<file path="config.mk">
export PLATFORM = sky130hd
export DESIGN_NAME = wb_arbiter2
export DESIGN_NICKNAME = d
export VERILOG_FILES = /design/src/rtl/wb_arbiter2.sv
export SDC_FILE = /design/constraint.sdc
export NUM_CORES = 1
export LEC_CHECK = 0
export ABC_CLOCK_PERIOD_IN_PS = 2500
export BUFFER_PORTS_ARGS = -buffer_cell sky130_fd_sc_hd__buf_2
export CORE_AREA = 2 2 111 113
export CTS_BUF_LIST = sky130_fd_sc_hd__clkbuf_16
export DETAILED_ROUTE_END_ITERATION = 6
export DIE_AREA = 0 0 113 115
export GPL_ROUTABILITY_DRIVEN = 0
export PLACE_DENSITY = 0.62
export REMOVE_ABC_BUFFERS = 1
export SLEW_MARGIN = 40
export SYNTH_ARGS = -nofsm -noshare
export SYNTH_HDL_FRONTEND = slang
export SYNTH_SLANG_ARGS = --single-unit
export TNS_END_PERCENT = 20
</file>
<file path="constraint.sdc">
create_clock -name clk -period 2.5 [get_ports clk]
set_clock_uncertainty 0.05 [all_clocks]
set_input_delay 0.75 -clock clk [delete_from_list [all_inputs] [get_ports clk]]
set_output_delay 0.75 -clock clk [all_outputs]
set_load 0.005 [all_outputs]
</file>
<file path="src/rtl/wb_arbiter2.sv">
// Two-master / one-slave Wishbone B4 pipelined arbiter (instr = m0, data = m1).
// Optional macro WB_ARB_ROUND_ROBIN_EN: round-robin tie break instead of data-first.
module wb_arbiter2 #(
    parameter int MaxOutstanding = 4,
    parameter int TimeoutCycles  = 0
) (
    input  logic        clk,
    input  logic        rst,
    input  logic [1:0]  m_cyc,
    input  logic [1:0]  m_stb,
    input  logic [1:0]  m_we,
    input  logic [7:0]  m_sel,
    input  logic [63:0] m_adr,
    input  logic [63:0] m_dat_w,
    output logic [31:0] m_dat_r,
    output logic [1:0]  m_ack,
    output logic [1:0]  m_err,
    output logic [1:0]  m_stall,
    output logic        s_cyc,
    output logic        s_stb,
    output logic        s_we,
    output logic [3:0]  s_sel,
    output logic [31:0] s_adr,
    output logic [31:0] s_dat_w,
    input  logic [31:0] s_dat_r,
    input  logic        s_ack,
    input  logic        s_err,
    input  logic        s_stall
);

    localparam int CntW = $clog2(MaxOutstanding + 1);
    localparam logic [CntW-1:0] MaxCnt = CntW'(MaxOutstanding);

    typedef enum logic [1:0] {
        IDLE = 2'd0,
        GNT0 = 2'd1,
        GNT1 = 2'd2
    } state_t;

    state_t          state;
    state_t          state_next;
    logic [CntW-1:0] outstanding;
    logic [CntW-1:0] outstanding_next;
    logic            granted;
    logic            sel;
    logic            cyc_n;
    logic            at_limit;
    logic            has_out;
    logic            resp;
    logic            timeout;
    logic            winner;

    assign granted  = (state != IDLE);
    assign sel      = (state == GNT1);
    assign cyc_n    = sel ? m_cyc[1] : m_cyc[0];
    assign at_limit = (outstanding == MaxCnt);
    assign has_out  = (outstanding != '0);
    // a response with nothing pending is stale and must be dropped
    assign resp     = (s_ack | s_err) & has_out;

`ifdef WB_ARB_ROUND_ROBIN_EN
    logic last;

    assign winner = (m_cyc == 2'b11) ? ~last : m_cyc[1];

    // remember the last grant so the other master wins the next tie
    always_ff @(posedge clk or posedge rst) begin
        if (rst) begin
            last <= 1'b0;
        end else if (state == IDLE && m_cyc != 2'b00) begin
            last <= winner;
        end
    end
`else
    assign winner = m_cyc[1];
`endif

    if (TimeoutCycles > 0) begin : g_wd
        localparam int WdW = $clog2(TimeoutCycles + 1);
        logic [WdW-1:0] wd_cnt;

        assign timeout = granted & cyc_n & ~(s_ack | s_err)
                       & (wd_cnt == WdW'(TimeoutCycles));

        // count clocks spent waiting on a response while transfers are pending
        always_ff @(posedge clk or posedge rst) begin
            if (rst) begin
                wd_cnt <= '0;
            end else if (!granted || !cyc_n || timeout || s_ack || s_err || !has_out) begin
                wd_cnt <= '0;
            end else begin
                wd_cnt <= wd_cnt + 1'b1;
            end
        end
    end else begin : g_no_wd
        assign timeout = 1'b0;
    end

    // state register
    always_ff @(posedge clk or posedge rst) begin
        if (rst) begin
            state <= IDLE;
        end else begin
            state <= state_next;
        end
    end

    // next state: grant from IDLE only, release on CYC drop or watchdog
    always_comb begin
        state_next = state;
        unique case (state)
            IDLE: begin
                if (m_cyc != 2'b00) begin
                    state_next = winner ? GNT1 : GNT0;
                end
            end
            GNT0, GNT1: begin
                if (!cyc_n || timeout) begin
                    state_next = IDLE;
                end
            end
            default: state_next = IDLE;
        endcase
    end

    // output mux: only the granted master reaches the slave
    always_comb begin
        s_cyc   = 1'b0;
        s_stb   = 1'b0;
        s_we    = 1'b0;
        s_sel   = 4'h0;
        s_adr   = 32'h0;
        s_dat_w = 32'h0;
        m_dat_r = 32'h0;
        m_ack   = 2'b00;
        m_err   = 2'b00;
        m_stall = 2'b11;
        if (granted) begin
            s_cyc   = cyc_n & ~timeout;
            s_stb   = cyc_n & (sel ? m_stb[1] : m_stb[0]) & ~at_limit & ~timeout;
            s_we    = sel ? m_we[1] : m_we[0];
            s_sel   = sel ? m_sel[7:4] : m_sel[3:0];
            s_adr   = sel ? m_adr[63:32] : m_adr[31:0];
            s_dat_w = sel ? m_dat_w[63:32] : m_dat_w[31:0];
            m_dat_r = s_dat_r;
            m_stall[sel] = s_stall | at_limit | timeout;
            m_ack[sel]   = s_ack & has_out;
            m_err[sel]   = (s_err & has_out) | timeout;
        end
    end

    // outstanding count: cleared whenever the grant ends
    always_comb begin
        outstanding_next = outstanding;
        if (state_next == IDLE) begin
            outstanding_next = '0;
        end else if ((s_stb & ~s_stall) && !resp) begin
            outstanding_next = outstanding + 1'b1;
        end else if (!(s_stb & ~s_stall) && resp) begin
            outstanding_next = outstanding - 1'b1;
        end
    end

    // outstanding register
    always_ff @(posedge clk or posedge rst) begin
        if (rst) begin
            outstanding <= '0;
        end else begin
            outstanding <= outstanding_next;
        end
    end

endmodule

</file>
======== After elaboration in Yosys (flattened, before gate mapping) ========
Index checks and enable logic that the tools add are counted.
W data, S select, Z words.
storage, ports and cells
  bits in writable memories ............... 0
  ROM bits ................................ 0
  logic and storage cells ................. 60
  input port bits ......................... 179
  register bits after elaboration ......... 5
  memories ................................ 0
  output and inout port bits .............. 109
  latch bits .............................. 0
cells by class
  reduce and logical (&&, ||, !) cells .... 12
  multipliers ............................. 0
  order comparisons ....................... 2
  equality and inequality tests ........... 3
  divide/modulo/power cells ............... 0
  $add $sub $neg .......................... 2
  bitwise operators ....................... 14
  shift operators ......................... 0
  multiplexer cells ....................... 25
operators by type and width
  operator               count
  $mux W32               5
  $mux W2                6
  $mux W3                3
  $mux W4                2
  $mux W1                7
  $and A1 B1 Y1          6
  $reduce_bool A3 Y1     2
  $and A2 B2 Y2          2
  $logic_not A2 Y1       2
  $pmux W2 S2            1
  $reduce_bool A2 Y1     2
  $add A3 B1 Y3 const B  1
  $eq A3 B3 Y1 const B   1
  $logic_and A1 B1 Y1    3
  $sub A3 B1 Y3 const B  1
  $eq A2 B1 Y1 const B   1
  $eq A2 B2 Y1 const B   1
  $logic_not A1 Y1       2
  $lt A1 B2 Y1 const B   1
  $not A1 Y1             2
  $not A2 Y2             1
  $or A1 B1 Y1           2
  $or A2 B2 Y2           1
  $reduce_or A2 Y1       1
  other kinds (2)        2

======== Depth between registers and ports, before layout ========
Gate-level depths: netlist of the first run.
  depth after elaboration ................. 11
  gate-level depth with buffers ........... 9
  depth with buffers taken out ............ 9

======== Worst setup path after synthesis of the first run ========
Ideal clock, no wire load.
  kind .................................... register to register
  start ................................... register state[0]
  end ..................................... register outstanding[2]
  setup time .............................. 0.079 ns
  path buffers ............................ 0
  stages on the path, launching flop included .. 10
  period minus slack after synthesis ...... 2.370 ns
  arrival ................................. 2.240 ns
  required time ........................... 2.371 ns
  slack ................................... 0.130 ns
  cell sequence ........................... dfrtp_1 > inv_1 > ha_1 > nand3b_4 > a2111oi_4 > nand2_1 > fa_1 > and2_1 > mux2i_1 > mux2i_1
on the way
  cells in the longest elaborated chain, start to end .. 9
  elaborated cells between the ends (all ways) .. 21
  classes of those cells .................. 2 x eq/ne; 8 x mux; 3 x bitwise; 8 x reduce/logical
ends and longest elaborated chain
  element                                                         RTL line  source
  start, declared                                                 40        state_t state;
  start signal, assigned                                          104       state <= state_next;
  $eq A2 B2 Y1                                                    54, 111
  $mux W1, on equally long branches                               55, 140
  $and A1 B1 Y1 (2 in a row)                                      140       s_stb = cyc_n & (sel ? m_stb[1] : m_stb[0]) & ~at_limit & ~timeout;
  $mux W1                                                         138       if (granted) begin
  $and A1 B1 Y1                                                   157, 159
  $logic_and A1 B1 Y1 / $logic_not A1 Y1 (equally long branches)  157, 159
  $mux W3 / $logic_and A1 B1 Y1 (equally long branches)           157, 159
  $mux W3 / $reduce_bool A3 Y1 (equally long branches)            --
  end signal, assigned                                            169       outstanding <= outstanding_next;
  end, declared                                                   42        logic [CntW-1:0] outstanding;
Parallel ways exist; a longest one is shown, timed or not.
A chain may end at the register's enable or synchronous reset.

======== Final worst setup path of the first run ========
  start ................................... register state[0]
  end ..................................... output s_adr[18]
on the way
  cells in the longest elaborated chain, start to end .. 3
  elaborated cells between the ends (all ways) .. 4
  classes of those cells .................. 1 x eq/ne; 2 x mux; 1 x reduce/logical
ends and longest elaborated chain
  element        RTL line  source
  $eq A2 B2 Y1   54        assign sel = (state == GNT1);
  $mux W32       143       s_adr = sel ? m_adr[63:32] : m_adr[31:0];
  $mux W32 (*)   138
  end, declared  23        output logic [31:0] s_adr,
Mark *: on every way between the ends. The rest lies on a longest branch, timed or not.

==> results of run 1 <==
-- synth_stat cells (all sizes together) (2+ instances only) --
master and number:
and2 4, and3 2, buf 8, clkbuf 12, dfrtp 5, ha 3, inv 5, mux2i 74
nand2 3, nand3 2, nor2 80, nor2b 33, nor3 2, o311ai 4, o31ai 2, o32ai 2
-- critical path, stage by stage (launching register included) --
cell and delay (ns):
dfrtp_1 0.38, inv_2 0.09, ha_4 0.19, buf_12 0.23, mux2i_1 0.30, nor2_1 0.06
buf_2 0.13
-- metal layers --
layer,track usage [%],part of all wire [%]
met1,15.4,40
met5,0,0
met3,1.90,7.7
met2,21.5,51
met4,2.44,1.3
-- through the flow --
| stage | power [mW] | util (%) |
|---|---|---|
| 4_1_cts | 3.67 | 30.5 |
| 6_report | 3.81 | 31.4 |
| 2_1_floorplan | 2.00 | - |
| 3_5_place_dp | 3.34 | 29.6 |
| 5_1_grt | 4.13 | 31.4 |
| 3_3_place_gp | 3.34 | 29.6 |
-- where the power goes --
group / internal (mW) / switching [mW]
sequential: 0.113 / 0.0452
clock: 0.208 / 0.0563
combinational: 1.73 / 1.66
total: 2.05 / 1.76
-- cell usage in the layout (no fill, tap or decap), types with 2 or more instances in the layout --
master	synthesis	routed
nor2b_1	33	33
o31ai_1	2	2
o311ai_0	4	4
buf_12	0	6
nor2_1	80	80
and2_1	4	4
mux2i_2	0	3
inv_1	5	5
nor3_1	2	2
buf_2	8	287
dfrtp_1	5	4
ha_4	0	2
clkbuf_16	0	3
mux2i_1	74	71
buf_4	0	15
and3_1	2	2
nand2_1	3	3
-- final cells by class --
type	instances	share of cell area, %
Tap cell	147	4.96
Timing Repair Buffer	310	46.1
Inverter	5	0.506
Clock inverter	1	0.101
Clock buffer	3	2.03
Multi-Input combinational cell	220	42.8
Antenna cell	1	0.0675
Sequential cell	5	3.41
-- final timing paths --
check                           slack, ns           start  cells past startpoint        endpoint
max in group asynchronous            1.83             rst                      2        state[1]
worst min-delay path                 0.37             rst                      2  outstanding[2]
worst max register to register       0.14        state[1]                      9  outstanding[2]
worst max-delay path                 0.07        state[0]                      6       s_adr[18]
min in group clk                     0.61  outstanding[2]                      3  outstanding[2]
worst min register to register       0.61  outstanding[2]                      3  outstanding[2]
-- cells by family (layout without fill, tap and decap cells) --
kind of cell,Yosys count,after routing,synth area share (%)
buf+inv,25,319,5.86
compound gates,12,12,6.92
fa+ha+maj,4,4,3.25
simple gates,129,129,34.7
other cells,0,1,0
xor+xnor,1,1,0.494
mux,74,74,41.8
flops,5,5,7.06
-- timing repair --
item | in CTS | in global routing
resized for setup | 0 | 9
buffers inserted | 2 | 7
pin swaps | 0 | 1
endpoints found under the setup margin | 21 | 62
cloned | 0 | 0
-- registers in the layout (all words and copies together) (netlist names) --
name         flops
outstanding      3
state            2
==> results.cfg, run 1 <==
[outcome]
status = finished with violations
violations = design-rule violations

[timing]
hold_viol = 0
min_period_ns = 2.43
slew_violations = 0
hold_slack_ns = 0.370
fin_tns_setup_ns = 0
worst_pin_slew_ns = 0.477
post-route-period-util_pct = 97.1
grt_setup_unrepaired = yes
fmax_mhz = 412
setup_viol = 0
relSlewSlack_pct = 68.2
worst_slack_ns = 0.0714

[final_layout]
multi_input_area_um2 = 1590
fin_nets = 728
regArea_um2 = 126
drive_above_1_share_pct = 60.1
final_cells = 692
area_growth_pct = 109
final_area_um2 = 3710
fill_cells = 1306

[die]
dieHeight_um = 115
io_pins = 288
start_util_pct = 15.0
fp-row-count = 40
die-area_um2 = 13000
chipWidth_um = 113
core_area_um2 = 11800

[routing]
drcViolationCount = 20
wl_um = 9370
drt_pre_antenna_iters = 7
wl_per_cell_um = 13.5
drt-initial-drc-count = 178
route.vias.total = 2814
avgViaCountPerCell = 4.07
antenna_left = 0

[placed_design]
place_inst = 678
place_ws_ns = -0.00416
dpl_cell_area_um2 = 3500
portBuffers = 287
hpwl_um = 7910

[global_routing]
grt-ovfl-total = 0
grt_pass1_wl_um = 12800
antenna_found_initial = 1
grtUsageTotal_pct = 12.0
grt_max_degree = 54
first_global_vias = 2483

[clock_tree]
cts-root-buf = clkbuf_16
path_clk_slew_ns = 0.03
clkLatencyLatePin_ns = 0.23
cts_buffer_depth = 2
cts_tree = done
cts_buffers = 3
cts.sinks = 5
cts-htree-levels = 1
hold_buffers = 0

[job]
drv_cap = 0

[yosys]
synthCells = 250
yosys_warnings = 0
syn_area_um2 = 1770
syn_avg_cell_area_um2 = 7.09
synth_top_flop_cell = dfrtp_1
synth_top_area_share_pct = 41.8
synth_area_leader_cell = mux2i_1
ys_ff_latch = 5
synth_cell_type_count = 26
synth_edf_count = 0
ys_seq_area_share_pct = 7.06
ys_top_cells_by_area = mux2i_1 (42%), nor2_1 (17%), nor2b_1 (12%)
async_flop_share_pct = 100

[setup_path]
cp-start-kind = flop
cp-end-kind = primary output
path_class = flop to primary output
cp.arrival_ns = 1.63
worst_ep_required_time_ns = 1.70
cp_max_fo = 32

[power_and_ir_drop]
pwr_density_cell_nw_per_um2 = 1030
cellLeakagePower_nw = 2.14
vdd_ir_drop_max_uv = 538

[worst_hold_path]
hold_class = primary input to asynchronous set/reset pin
Power figures use the tool's default switching activity.
==> run 2: changes to the inputs <==
--- a/config.mk
+++ b/config.mk
@@ -13,7 +13,6 @@
 export DIE_AREA = 0 0 113 115
 export GPL_ROUTABILITY_DRIVEN = 0
 export PLACE_DENSITY = 0.62
-export REMOVE_ABC_BUFFERS = 1
 export SLEW_MARGIN = 40
 export SYNTH_ARGS = -nofsm -noshare
 export SYNTH_HDL_FRONTEND = slang
==> run 2 against run 1 <==
The run still ends with design-rule violations left. Highest routed layer unchanged. Routed wire length grew 0.20%. First-iteration DRC count shrank 57%. Clock power is essentially flat. Sequential share of layout area is essentially flat. Fmax shrank 0.71%. Critical path type unchanged. Combinational power grew 3%. Sequential power is essentially flat. Sequential cell count is the same.
==> results.cfg, run 2 (synthesis gave the netlist of run 1 again) <==
[setup_path]
path_class = flop to primary output
reg2reg_depth = 8
cp.arrival_ns = 1.65
cp_max_fo = 9
r2r_slack_ns = 0.18
r2r-start = state[1]
worst_ep_required_time_ns = 1.70
regToRegEndpoint = outstanding[2]
cp-start-kind = flop
cp-end-kind = primary output

[clock_tree]
path_clk_slew_ns = 0.04
cts.sinks = 5
cts_buffer_depth = 2
cts-root-buf = clkbuf_16
cts-htree-levels = 1
clkLatencyLatePin_ns = 0.23
cts_buffers = 3
cts_tree = done
hold_buffers = 0

[die]
dieHeight_um = 115
start_util_pct = 15.0
chipWidth_um = 113
io_pins = 288
fp-row-count = 40
die-area_um2 = 13000
core_area_um2 = 11800

[worst_hold_path]
hold_class = primary input to asynchronous set/reset pin

[timing]
worst_pin_slew_ns = 0.481
fmax_mhz = 409
slew_violations = 0
setup_viol = 0
relSlewSlack_pct = 68.0
min_period_ns = 2.45
grt_setup_unrepaired = yes
hold_viol = 0
post-route-period-util_pct = 97.8

[global_routing]
grt-ovfl-total = 0
antenna_found_initial = 0
grtUsageTotal_pct = 11.1
grt_max_degree = 72
first_global_vias = 2442
grt_pass1_wl_um = 11800

[routing]
drt_pre_antenna_iters = 7
antenna_left = 0
avgViaCountPerCell = 4.15
drt-initial-drc-count = 77
route.vias.total = 2842
wl_um = 9390
wl_per_cell_um = 13.7
drcViolationCount = 20

[final_layout]
drive_above_1_share_pct = 60.4
final_cell_mix = buf_2 (287), nor2_1 (80), mux2i_1 (68)
top_register = outstanding
utilization_pct = 31.5
final_area_um2 = 3720
fin_nets = 722
largest_register_ffs = 3
fill_cells = 1279
largest_registers = outstanding: 3 flops, state: 2 flops
area_growth_pct = 110
num_antenna_cells = 0
layout_commonest_cell = buf_2

[power_and_ir_drop]
pwr_density_cell_nw_per_um2 = 1050
cellLeakagePower_nw = 2.12
vdd_ir_drop_max_uv = 470

[placed_design]
portBuffers = 287
dpl_cell_area_um2 = 3450
hpwl_um = 7250

[outcome]
violations = design-rule violations
status = finished with violations

[job]
drv_cap = 0

[yosys]
syn_nets = 433
## run 2: cell types whose count changed in the layout (fill, tap and decap cells not counted), sizes merged
cell | previous run | this run
buf | 310 | 302
diode | 1 | 0
clkbuf | 3 | 5
## run 2: power by group
group          switching (mW)  internal [mW]  total (mW)
registers              0.0449          0.113       0.157
clock network          0.0556          0.208       0.263
logic                    1.75           1.73        3.48
total                    1.85           2.05        3.90
## run 2: critical path, stage by stage, from the launching register on
cell and delay (ns):
dfrtp_2 0.44, ha_4 0.24, buf_12 0.15, buf_6 0.15
nor3_2 0.18, and2_1 0.14, buf_2 0.10
## run 2: how the worst max path moves through the flow
stage	startpoint	to	slack, ns	depth (start not counted)
after floorplan	state[0]	outstanding[2]	0.13	9
after global placement	m_cyc[0]	outstanding[2]	0.05	8
after detailed placement	m_cyc[0]	outstanding[2]	-0.02	8
after CTS	state[0]	s_adr[24]	-0.06	6
after global routing	state[0]	s_sel[2]	-0.01	6
final	state[1]	m_ack[0]	0.05	6
## run 2: metal layers
layer	global-route usage [%]	routed length (um)	up-vias
li1	-	-	1423
met1	13.6	3620	1232
met2	20.0	4720	185
met3	3.22	1010	2
met4	1.46	34	0
met5	0	0	-
## run 2: stage by stage
step | hold WS (ns) | total power [mW] | instances | TNS (ns) | setup slack [ns]
final | 0.380 | 3.90 | 685 | 0 | 0.0539
after global routing | 0.394 | 4.22 | 685 | -0.0354 | -0.0109
after CTS | 0.385 | 3.58 | 677 | -0.421 | -0.0628
after detailed placement | 0.589 | 3.27 | 673 | -0.0164 | -0.0164
after global placement | 0.604 | 3.28 | 673 | 0 | 0.0492
after floorplan | 0.479 | 1.90 | 250 | 0 | 0.130
## run 2: area by class of cell
class	count	area, um^2	area share, %
clock inverter	1	3.75	0.101
tap	147	184	4.94
multi-input combinational	220	1620	43.5
inverter	5	18.8	0.504
timing repair buffer	304	1700	45.5
sequential	5	126	3.39
clock buffer	3	75.1	2.02
## run 2: what timing repair did
action	in CTS	in global routing
gates resized for setup	2	13
pin swaps	0	2
endpoints found under the setup margin	14	74
setup buffers	0	4
gates cloned	0	4
==> run 3: changes to the inputs <==
--- a/config.mk
+++ b/config.mk
@@ -5,7 +5,7 @@
 export SDC_FILE = /design/constraint.sdc
 export NUM_CORES = 1
 export LEC_CHECK = 0
-export ABC_CLOCK_PERIOD_IN_PS = 2500
+export ABC_CLOCK_PERIOD_IN_PS = 2150
 export BUFFER_PORTS_ARGS = -buffer_cell sky130_fd_sc_hd__buf_2
 export CORE_AREA = 2 2 111 113
 export CTS_BUF_LIST = sky130_fd_sc_hd__clkbuf_16
==> constraint.sdc (replaced) <==
create_clock -name clk -period 2.15 [get_ports clk]
set_clock_uncertainty 0.05 [all_clocks]
set_input_delay 0.645 -clock clk [delete_from_list [all_inputs] [get_ports clk]]
set_output_delay 0.645 -clock clk [all_outputs]
set_load 0.005 [all_outputs]
==> run 3 against run 2 <==
The run ends with design-rule violations, negative setup slack left. Register-to-register slack got worse by 0.32 ns. Global-route usage grew 1.0 points. Die area unchanged. Combinational power grew 53%. Worst hold slack worse by 0.11 ns. Critical path depth grew 2. Non-clock buffer count increased by 31. Highest routed layer unchanged. Setup slack got worse by 0.21 ns. Sequential share of layout area fell by 0.46 points.
==> results.cfg, run 3 (synthesis gave the netlist of run 1 again) <==
[outcome]
status = finished with violations
violations = design-rule violations, negative setup slack

[setup_path]
cp.arrival_ns = 1.61
cp-end-kind = primary output
path_class = flop to primary output
cp-start-kind = flop
cp_max_fo = 4
worst_ep_required_time_ns = 1.45
reg2reg_depth = 9

[timing]
slew_violations = 0
setup_viol = 89
relSlewSlack_pct = 66.8
hold_viol = 0
worst_slack_ns = -0.155
post-route-period-util_pct = 107
worst_pin_slew_ns = 0.497
fin_tns_setup_ns = -9.07
grt_setup_unrepaired = yes
min_period_ns = 2.30
fmax_mhz = 434

[placed_design]
hpwl_um = 7520
portBuffers = 287
place_inst = 687

[job]
drv_cap = 0

[die]
chipWidth_um = 113
die-area_um2 = 13000
io_pins = 288
fp-row-count = 40
start_util_pct = 15.0
dieHeight_um = 115
core_area_um2 = 11800

[routing]
top_layer_used = met4
wl_met2_um = 5470
drcViolationCount = 20
drt-met1-wl_um = 4070
wl_per_cell_um = 14.4
drt-initial-drc-count = 155
route.vias.total = 2997
avgViaCountPerCell = 4.19
wl_met3_um = 720
wl_um = 10300
drt_pre_antenna_iters = 6
antenna_left = 0

[clock_tree]
clkLatencyLatePin_ns = 0.23
cts_buffers = 3
path_clk_slew_ns = 0.03
cts_tree = done
cts-htree-levels = 1
hold_buffers = 0
cts-root-buf = clkbuf_16
cts.sinks = 5
cts_buffer_depth = 2

[yosys]
syn_nets = 433

[power_and_ir_drop]
vdd_ir_drop_max_uv = 404
pwr_density_cell_nw_per_um2 = 1350
cellLeakagePower_nw = 2.39

[final_layout]
layout_commonest_cell = buf_2
area_growth_pct = 141
num_antenna_cells = 0
largest_registers = outstanding: 3 flops, state: 2 flops
final_cell_mix = buf_2 (287), nor2_1 (79), mux2i_1 (65)
final_cells = 716
utilization_pct = 36.1
fill_cells = 1262
fin_nets = 753
top_register = outstanding
drive_above_1_share_pct = 64.9
largest_register_ffs = 3

[global_routing]
grt-ovfl-total = 0
first_global_vias = 2663
grtUsageTotal_pct = 12.1
grt_max_degree = 35
grt_pass1_wl_um = 12800
antenna_found_initial = 0

[worst_hold_path]
hold_class = primary input to asynchronous set/reset pin
==> run 3: timing repair <==
item	in CTS	in global routing
pin swaps	2	4
gates cloned	3	9
resized for setup	25	30
setup buffers	7	9
setup endpoints to repair	111	111
==> run 3: worst paths after layout <==
check / endpoint / slack [ns] / start
worst max-delay path: s_dat_w[25] / -0.15 / state[0]
worst min-delay path: outstanding[1] / 0.27 / rst
worst max register to register: outstanding[2] / -0.14 / state[1]
worst min register to register: outstanding[2] / 0.63 / outstanding[2]
max in group asynchronous: state[1] / 1.59 / rst
min in group clk: outstanding[2] / 0.63 / outstanding[2]
==> run 3: report_power, final <==
group / internal, mW / switching, mW
sequential: 0.129 / 0.0373
combinational: 2.95 / 2.35
clock: 0.241 / 0.0626
==> run 3: area by class of cell <==
type	count	area (um^2)	area share [%]
clock buffers	3	75.1	1.76
clock inverters	1	3.75	0.0880
inverters	5	18.8	0.440
multi-input cells	220	1700	39.9
flip-flops and latches	5	125	2.93
well taps	147	184	4.31
repair buffers	335	2160	50.6
==> run 3: critical path: stages, from the launching register on <==
cell and delay [ns]:
dfrtp_1 0.37, inv_2 0.08, ha_4 0.16, buf_12 0.13
clkbuf_16 0.15, clkbuf_16 0.14, mux2i_1 0.17, nor2_1 0.06
buf_2 0.13
==> run 3: metrics by stage <==
stage | worst slack (ns) | power (mW) | hold slack [ns] | instance area (um^2)
floorplan | -0.114 | 2.23 | 0.374 | 1790
global placement | -0.144 | 4.00 | 0.505 | 3590
detailed placement | -0.190 | 4.01 | 0.513 | 3590
CTS | -0.178 | 4.98 | 0.277 | 3910
global route | -0.266 | 6.18 | 0.285 | 4270
finish | -0.155 | 5.78 | 0.272 | 4270
==> run 3: layer usage <==
layer,global-route usage [%],up-vias
li1,-,1485
met1,14.6,1352
met2,23.5,158
met3,1.16,2
met4,2.28,0
met5,0,-
